## src/rtl/mips32_pkg.sv

```systemverilog
// Shared mips32 definitions: loader state encoding,
// program-size limit and the HLT opcode.
package mips32_pkg;

   localparam int         MAX_WORDS_DEF = 1024;
   localparam logic [5:0] OP_HLT        = 6'h3f;

   typedef enum logic [2:0] {
      S_IDLE,
      S_LEN_HI,
      S_LEN_LO,
      S_DATA,
      S_CSUM,
      S_DONE,
      S_ERR
   } ld_state_e;

   function automatic logic is_hlt(input logic [31:0] w);
      return w[31:26] == OP_HLT;
   endfunction

endpackage

```

## src/rtl/mips32_byte_packer.sv

```systemverilog
// Assembles four bytes (MSB first) into a 32-bit word.
// Ports: clk_i, rst_ni, clr_i, byte_valid_i, byte_i -> word_o, word_valid_o
module mips32_byte_packer (
   input  logic        clk_i,
   input  logic        rst_ni,
   input  logic        clr_i,
   input  logic        byte_valid_i,
   input  logic [7:0]  byte_i,
   output logic [31:0] word_o,
   output logic        word_valid_o
);

   logic [31:0] shift_q;
   logic [1:0]  cnt_q;
   logic        wv_q;

   always_ff @(posedge clk_i or negedge rst_ni) begin
      if (!rst_ni) begin
         shift_q <= '0;
         cnt_q   <= '0;
         wv_q    <= 1'b0;
      end else begin
         wv_q <= 1'b0;
         if (clr_i) begin
            shift_q <= '0;
            cnt_q   <= '0;
         end else if (byte_valid_i) begin
            shift_q <= {shift_q[23:0], byte_i};
            cnt_q   <= cnt_q + 2'd1;
            // pulse lands the cycle after the 4th byte
            wv_q    <= (cnt_q == 2'd3);
         end
      end
   end

   assign word_o       = shift_q;
   assign word_valid_o = wv_q;

endmodule

```

## src/rtl/mips32_prog_loader.sv

```systemverilog
// Streams a length-prefixed, XOR-checked program into
// instruction memory and releases the mips32 core when done.
// Ports: clk1, reset_n, start, byte_valid/byte_data/byte_ready,
//        mem_we/mem_addr/mem_wdata, core_hold, core_go, done, err
module mips32_prog_loader
   import mips32_pkg::*;
#(
   parameter int ADDR_W    = 10,
   parameter int MAX_WORDS = MAX_WORDS_DEF
) (
   input  logic              clk1,
   input  logic              reset_n,
   input  logic              start,
   input  logic              byte_valid,
   input  logic [7:0]        byte_data,
   output logic              byte_ready,
   output logic              mem_we,
   output logic [ADDR_W-1:0] mem_addr,
   output logic [31:0]       mem_wdata,
   output logic              core_hold,
   output logic              core_go,
   output logic              done,
   output logic              err
);

   ld_state_e         state_q, state_d;
   logic [7:0]        len_hi_q;
   logic [15:0]       len_q;
   logic [17:0]       cnt_q;
   logic [7:0]        csum_q;
   logic [ADDR_W-1:0] addr_q;
   logic              go_q;

   logic        accept;
   logic [15:0] n_w;
   logic        len_ok;
   logic        last_byte;
   logic        enter_len;
   logic        pk_valid;
   logic        pk_wv;
   logic [31:0] pk_word;

   assign accept    = byte_valid & byte_ready;
   assign n_w       = {len_hi_q, byte_data};
   assign len_ok    = (n_w != 16'd0) &&
                      ({16'd0, n_w} <= 32'(MAX_WORDS));
   assign last_byte = (cnt_q == ({len_q, 2'b00} - 18'd1));
   assign enter_len = (state_q != S_LEN_HI) &&
                      (state_d == S_LEN_HI);
   assign pk_valid  = accept && (state_q == S_DATA);

   mips32_byte_packer u_packer (
      .clk_i        (clk1),
      .rst_ni       (reset_n),
      .clr_i        (enter_len),
      .byte_valid_i (pk_valid),
      .byte_i       (byte_data),
      .word_o       (pk_word),
      .word_valid_o (pk_wv)
   );

   always_ff @(posedge clk1 or negedge reset_n) begin
      if (!reset_n) state_q <= S_IDLE;
      else          state_q <= state_d;
   end

   always_comb begin
      state_d = state_q;
      unique case (state_q)
         S_IDLE, S_DONE, S_ERR:
            if (start) state_d = S_LEN_HI;
         S_LEN_HI:
            if (accept) state_d = S_LEN_LO;
         S_LEN_LO:
            if (accept) state_d = len_ok ? S_DATA : S_ERR;
         S_DATA:
            if (accept && last_byte) state_d = S_CSUM;
         S_CSUM:
            if (accept)
               state_d = (byte_data == csum_q) ? S_DONE : S_ERR;
         default:
            state_d = S_IDLE;
      endcase
   end

   always_comb begin
      byte_ready = 1'b0;
      core_hold  = 1'b1;
      done       = 1'b0;
      err        = 1'b0;
      unique case (state_q)
         S_LEN_HI, S_LEN_LO, S_DATA, S_CSUM: byte_ready = 1'b1;
         S_DONE: begin
            core_hold = 1'b0;
            done      = 1'b1;
         end
         S_ERR:   err = 1'b1;
         default: ;
      endcase
   end

   always_ff @(posedge clk1 or negedge reset_n) begin
      if (!reset_n) begin
         len_hi_q <= '0;
         len_q    <= '0;
         cnt_q    <= '0;
         csum_q   <= '0;
         addr_q   <= '0;
         go_q     <= 1'b0;
      end else begin
         go_q <= (state_q == S_CSUM) && (state_d == S_DONE);
         if (enter_len) begin
            cnt_q  <= '0;
            csum_q <= '0;
            addr_q <= '0;
         end else begin
            if (accept && state_q == S_LEN_HI) len_hi_q <= byte_data;
            if (accept && state_q == S_LEN_LO) len_q    <= n_w;
            if (pk_valid) begin
               cnt_q  <= cnt_q + 18'd1;
               csum_q <= csum_q ^ byte_data;
            end
            // index stops at N-1 after the final write
            if (pk_wv && (17'(addr_q) + 17'd1 < {1'b0, len_q}))
               addr_q <= addr_q + 1'b1;
         end
      end
   end

   assign mem_we    = pk_wv;
   assign mem_addr  = addr_q;
   assign mem_wdata = pk_word;
   assign core_go   = go_q;

endmodule

```

## config.mk

```make
export PLATFORM = sky130hd
export DESIGN_NAME = mips32_prog_loader
export DESIGN_NICKNAME = d
export VERILOG_FILES = /design/src/rtl/mips32_pkg.sv /design/src/rtl/mips32_byte_packer.sv /design/src/rtl/mips32_prog_loader.sv
export SDC_FILE = /design/constraint.sdc
export NUM_CORES = 1
export LEC_CHECK = 0
export ABC_AREA = 1
export CORE_MARGIN = 2
export CORE_UTILIZATION = 58
export CTS_CLUSTER_DIAMETER = 80
export DETAILED_ROUTE_END_ITERATION = 12
export PLACE_DENSITY = 0.89
export SYNTH_ARGS = -nofsm -noshare
export SYNTH_HDL_FRONTEND = slang
export SYNTH_SLANG_ARGS = --single-unit
```

## constraint.sdc

```tcl
create_clock -name clk1 -period 3.1 [get_ports clk1]
set_input_delay 0.465 -clock clk1 [delete_from_list [all_inputs] [get_ports clk1]]
set_output_delay 0.465 -clock clk1 [all_outputs]
set_load 0.02 [all_outputs]
```

==> flow_metrics.tcl, run 1 <==
set metrics [dict create \
    final_area_um2 6829 \
    clock_path_buffers 2 \
    synth_cells 811 \
    antenna_cells 0 \
    yosys_warnings 0 \
    synth.distinct_cells 37 \
    drt_iter0_markers 339 \
    drive_above_1_share 0.07675 \
    ys_ff_latch 99 \
    initial_core_util 0.6024 \
    critical_path_class "flop to flop" \
    synth_commonest_cells "269 x nand2_1, 143 x inv_1, 99 x dfrtp_1" \
    synth_edf_count 0 \
    fin_crit_sh 0.8764 \
    yosysMostFrequentCell "nand2_1" \
    viasPerCell 5.183 \
    startpoint_type "flop" \
    worst_slack_ns 0.3833 \
    max-cap-violations 0 \
    routabilityCongestion 0.9831 \
    grt_pass1_wl_um 22560 \
    placed_area_um2 6600 \
    synth_area_leader_cell "dfrtp_1" \
    portBuffers 59 \
    relSlewSlack 0.5365 \
    syn_to_final_growth_pct 15.44 \
    tritoncts "done" \
    finalHoldViolCount 0 \
    ys_top_cells_by_area "dfrtp_1 42%, nand2_1 17%, inv_1 9.1%, o21ai_0 4.4%, nand3_1 3.9%" \
    dr_total_vias 5214 \
    critPathMaxFanout 12 \
    core_area_um2 9819 \
    synth_flop_cell "dfrtp_1" \
    power.density_nw_per_um2 758.2 \
    ff2ff_setup_slack_ns 0.38 \
    syn_area_um2 5916 \
    die_area_um2 11020 \
    grt_max_degree 52 \
    htreeDepth 3 \
    wl_per_cell_um 13.46 \
    pin_count 60 \
    clk_latency_ns 0.39 \
    cp-end-kind "flop" \
    status "finished clean" \
    critPathRequiredTime_ns 3.42 \
    setup_viol 0 \
    leakage_nw 3.822 \
    dp_worst_setup_slack_ns 0.3473 \
    setup_tns_ns 0 \
    synth_top_cell_area_share 0.4188 \
    hold_path_class "input port to async pin" \
    track_usage 0.2557 \
    root_buffer "clkbuf_8" \
    timing.fmax_mhz 368.1 \
    slowest_stage "dfrtp_2" \
    ys_seq_area_frac 0.4188 \
    drc 0 \
    firstDrtPassIters 5 \
    syn_nets 837 \
    final_antenna_net_count 0 \
    grt_pass1_vias 4847 \
    ir_worst_vdd_uv 432.3 \
    fp-row-count 36 \
    die_x_um 105.0 \
    drv_slew 0 \
    dpl.hpwl_um 9637 \
    antenna_found_initial 0 \
    numClockSinks 99 \
    rsz0062_at_grt "no" \
    grt_overflow_total 0 \
    worstPathCellList "nand3_1, nand3b_1, nor3_2, nand2_1, nor2_1, xor2_1, inv_1, ha_1, a21oi_1, nor2_1, nor2_1, nor2_1, nand2_1, nand3_1, buf_4, o21ai_0, nand2_1, inv_1" \
    syn_avg_cell_area_um2 7.294 \
    tightest_slew_ns 0.6888 \
    crit_path_frequent_cell "nor2_1" \
    cp_data_arrival_time_ns 3.04 \
    max_stage_delay_ns 0.42 \
    skew_ns 0.01756 \
    die_y_um 105.0 \
    fin_nets 894 \
    wl_um 13540 \
    cts_made_buffers 9 \
    clk_pin_slew_ns 0.10 \
    async_flop_share 1.000 \
    period_needed_ns 2.717 \
    cts_hold_buf 0 \
]
-- where the power goes --
part | switching [W] | internal, W
clock | 0.000482 | 0.000428
sequential | 0.000316 | 0.00160
combinational | 0.00151 | 0.000841
total | 0.00230 | 0.00287
-- final timing paths --
kind | from | end | cells after the start
worst min-delay path | reset_n | mem_addr[5]$_DFFE_PN0P_ | 1
min in group clk1 | len_hi_q[3]$_DFFE_PN0P_ | len_q[11]$_DFFE_PN0P_ | 2
worst min register to register | len_hi_q[3]$_DFFE_PN0P_ | len_q[11]$_DFFE_PN0P_ | 2
worst max-delay path | mem_addr[0]$_DFFE_PN0P_ | mem_addr[6]$_DFFE_PN0P_ | 18
max in group asynchronous | reset_n | u_packer.word_o[22]$_DFFE_PN0P_ | 2
worst max register to register | mem_addr[0]$_DFFE_PN0P_ | mem_addr[6]$_DFFE_PN0P_ | 18
-- stage by stage --
| step | utilization | cells | hold WS (ns) | power (W) |
|---|---|---|---|---|
| finish | 0.6955 | 1006 | 0.1055 | 0.005178 |
| floorplan | - | 811 | 0.1694 | 0.003683 |
| global placement | 0.6721 | 989 | 0.4948 | 0.004210 |
| global route | 0.6955 | 1006 | 0.1443 | 0.005561 |
| CTS | 0.6941 | 1005 | 0.1161 | 0.005184 |
| detailed placement | 0.6721 | 989 | 0.5104 | 0.004263 |
-- registers in the layout (all words and copies together), names as in the netlist --
signal	count
state_q	3
u_packer.word_valid_o	1
len_hi_q	8
mem_addr	10
len_q	16
u_packer.word_o	32
u_packer.cnt_q	2
cnt_q	18
csum_q	8
core_go	1
-- final cells by class --
class | instances | area [um2]
fill | 822 | 2990
multi-input combinational | 540 | 2735
sequential | 99 | 2479
timing repair buffer | 68 | 668.1
inverter | 150 | 565.5
tap | 133 | 166.4
clock buffer | 11 | 151.4
clock inverter | 5 | 63.81
-- cell usage in the layout, fill, tap and decap left out, types with 2 or more instances in the layout --
cell type,instances
inv_2,6
clkdlybuf4s50_1,58
xnor2_1,11
nor2_1,43
nand3_2,7
ha_1,14
o21ai_0,52
dfrtp_1,98
nand3b_1,8
inv_1,143
nand4_1,12
nor3_2,2
nor2_4,2
nor2_2,9
o21bai_1,2
clkbuf_8,11
nor3_1,9
inv_6,2
nand3_1,46
buf_4,9
or2_2,3
nand2_1,269
xor2_1,26
nand2_2,6
a21oi_1,6
-- worst max-delay path, delay by kind of cell, from the launching register on --
kind,cells,cell delay [ns]
compound gates,2,0.29
xor+xnor,1,0.20
simple gates,11,1.15
flops,1,0.42
fa+ha+maj,1,0.29
buf+inv,3,0.30
-- cell families after synthesis --
kind of cell	after synthesis	share of synthesized area
buffers and inverters	172	0.1197
DFF	99	0.4188
xor gates and xnor gates	37	0.05478
AOI/OAI and AO/OA	66	0.05944
adders and majority gates	14	0.02961
and+or+nand+nor	423	0.3177
-- per-layer routing --
layer | GRT usage | up-vias | routed length (um)
met1 | 0.3262 | 2411 | 5848
li1 | - | 2593 | -
met3 | 0.07611 | 24 | 996
met2 | 0.4160 | 186 | 6423
met4 | 0.08571 | 0 | 271
met5 | 0 | - | 0
-- repair_timing --
item / in CTS / in global routing
endpoints found under the setup margin: 0 / 8
gates resized for setup: 0 / 2
setup buffers: 0 / 1
Note: power is estimated with default switching activity, not from simulation.
==> inputs of run 2 (changes only) <==
SLEW_MARGIN = 20   (was unset)
==> results of run 2 <==
Final layout, timing and power as in run 1 (identical DEF).
==> inputs of run 3 (changes only) <==
CTS_BUF_LIST = sky130_fd_sc_hd__clkbuf_16   (was unset)
CTS_CLUSTER_DIAMETER = unset   (was 80)
SETUP_SLACK_MARGIN = 0.5   (was unset)
==> run 3 against run 2 <==
  * Clock-buffer cell count is 2 lower
  * First-iteration DRC count grew 30%
  * Die area unchanged
  * Clock power is 21% higher
  * Combinational power increased by 13%
  * Register-to-register slack got worse by 0.17 ns
  * Hold slack got worse by 0.060 ns
  * Design area up 4.7%
  * Power is 11% higher
  * Non-clock buffer count is 7 higher
  * Via count rose by 6.6%
  * Core utilization is 3.3 points higher
  * Largest power group unchanged
==> flow_metrics.tcl, run 3 (synthesis gave the netlist of run 1 again) <==
set metrics [dict create \
    leakage_nw 3.910 \
    portBuffers 59 \
    finalHoldViolCount 0 \
    core_area_um2 9819 \
    fin_crit_sh 0.9298 \
    track_usage 0.2760 \
    max_stage_delay_ns 0.42 \
    antenna_found_initial 0 \
    setup_tns_ns 0 \
    dr_total_vias 5560 \
    placed_area_um2 6606 \
    relSlewSlack 0.5068 \
    period_needed_ns 2.882 \
    setup_viol 0 \
    slowest_stage "dfrtp_2" \
    rsz0062_at_grt "yes" \
    startpoint_type "flop" \
    cts_made_buffers 9 \
    clk_latency_ns 0.35 \
    hold_path_class "input port to async pin" \
    die_x_um 105.0 \
    firstDrtPassIters 6 \
    htreeDepth 3 \
    power.density_nw_per_um2 800.0 \
    numClockSinks 99 \
    antenna_cells 0 \
    critPathMaxFanout 9 \
    clk_pin_slew_ns 0.07 \
    critical-path-top-delay-family "simple AND/OR/NAND/NOR gates" \
    p_comb_frac 0.465 \
    dpl.hpwl_um 9677 \
    max-cap-violations 0 \
    status "finished clean" \
    drc 0 \
    initial_core_util 0.6024 \
    layout_commonest_cell "nand2_1" \
    die_y_um 105.0 \
    p_sw_w 0.002502 \
    p_total_w 0.005723 \
    sw_frac_of_total 0.4372 \
    die_area_um2 11020 \
    final_cell_mix "266 x nand2_1, 143 x inv_1, 96 x dfrtp_1" \
    fp-row-count 36 \
    worstPathCellList "nand3_2, nand3b_1, nor3_2, nand2_1, nor2_2, xor2_1, inv_1, ha_4, nand2_1, nor3_2, nand3_2, nand3_4, nor2_1, nand2_1, nand2_1" \
    tritoncts "done" \
    routabilityCongestion 0.9181 \
    critical_path_class "flop to flop" \
    cp-end-kind "flop" \
    fin_hold_ws_ns 0.04524 \
    pwr-share-clk 0.193 \
    syn_to_final_growth_pct 20.92 \
    seqPwrFrac 0.342 \
    final_antenna_net_count 0 \
    drive_above_1_share 0.1077 \
    grt_overflow_total 0 \
    viasPerCell 5.478 \
    grt_max_degree 74 \
    drv_slew 0 \
    crit_path_frequent_cell "nand2_1" \
    p_int_w 0.003221 \
    root_buffer "clkbuf_16" \
    fin_nets 903 \
    skew_ns 0.005496 \
    clock_path_buffers 2 \
    ir_worst_vdd_uv 643.1 \
    wl_um 15900 \
    path_buf_inv 1 \
    tightest_slew_ns 0.7331 \
    final_area_um2 7153 \
    wl_per_cell_um 15.66 \
    timing.fmax_mhz 346.9 \
    pin_count 60 \
    grt_pass1_wl_um 24400 \
    cp_data_arrival_time_ns 3.11 \
    cts_hold_buf 0 \
    largest_reg_flops 32 \
    drt_iter0_markers 441 \
    grt_pass1_vias 5195 \
    critPathRequiredTime_ns 3.33 \
]
run 3: changes by cell type in the layout (fill, tap and decap cells not counted), moves of 3 or more:
cell       change
ha_4           +4
nand3_1        -4
o21ai_0        -3
clkbuf_16     +11
clkbuf_8      -11
buf_4          +3
nand2_1        -3
nand2_2        +3
nand3_2        +4
ha_1           -5
run 3: routing by layer:
metal | wire (um) | track usage
met5 | 0 | 0
met4 | 731 | 0.1514
met3 | 1155 | 0.04304
met2 | 7595 | 0.4513
met1 | 6416 | 0.3507
run 3: worst reg2reg max path, cell delays in order (launching register included):
cell and delay (ns):
dfrtp_2 0.42, nand3_2 0.09, nand3b_1 0.21, nor3_2 0.18
nand2_1 0.13, nor2_2 0.17, xor2_1 0.26, inv_1 0.13
ha_4 0.30, nand2_1 0.06, nor3_2 0.15, nand3_2 0.21
nand3_4 0.25, nor2_1 0.07, nand2_1 0.08, nand2_1 0.07
run 3: what timing repair did:
| item | 4_1_cts | 5_1_grt |
|---|---|---|
| pin swaps | 3 | 5 |
| gates cloned | 2 | 3 |
| setup endpoints to repair | 10 | 70 |
| resized for setup | 5 | 20 |
| buffers inserted | 3 | 5 |
run 3: per-stage QoR:
| step | setup WS, ns | std cells | utilization |
|---|---|---|---|
| 2_1_floorplan | 0.5092 | 811 | - |
| 3_3_place_gp | 0.5389 | 986 | 0.6728 |
| 3_5_place_dp | 0.4090 | 986 | 0.6728 |
| 4_1_cts | 0.5061 | 1007 | 0.7082 |
| 5_1_grt | 0.07757 | 1015 | 0.7285 |
| 6_report | 0.2175 | 1015 | 0.7285 |
run 3: layout make-up:
cell class	count	area, um2
multi-input cells	542	2875
fillers	747	2666
flip-flops and latches	99	2481
repair buffers	75	779.5
inverters	150	565.5
clock buffers	9	225.2
well taps	133	166.4
clock inverters	7	60.06
run 3: final timing paths:
path	start	to	slack, ns	cells past startpoint
worst max-delay path	mem_addr[0]$_DFFE_PN0P_	mem_addr[2]$_DFFE_PN0P_	0.22	15
worst min-delay path	reset_n	mem_addr[3]$_DFFE_PN0P_	0.05	1
worst max register to register	mem_addr[0]$_DFFE_PN0P_	mem_addr[2]$_DFFE_PN0P_	0.22	15
worst min register to register	len_hi_q[1]$_DFFE_PN0P_	len_hi_q[1]$_DFFE_PN0P_	0.54	2
max in group asynchronous	reset_n	cnt_q[9]$_DFFE_PN0P_	2.34	2
min in group clk1	len_hi_q[1]$_DFFE_PN0P_	len_hi_q[1]$_DFFE_PN0P_	0.54	2
run 3: power by group through the flow:
stage / logic, W / clock network (W) / registers [W]
after CTS: 0.00238 / 0.00111 / 0.00194
after global routing: 0.00295 / 0.00117 / 0.00199
after global placement: 0.00228 / 0 / 0.00194
after detailed placement: 0.00234 / 0 / 0.00196
final: 0.00266 / 0.00110 / 0.00196
after floorplan: 0.00171 / 0 / 0.00198
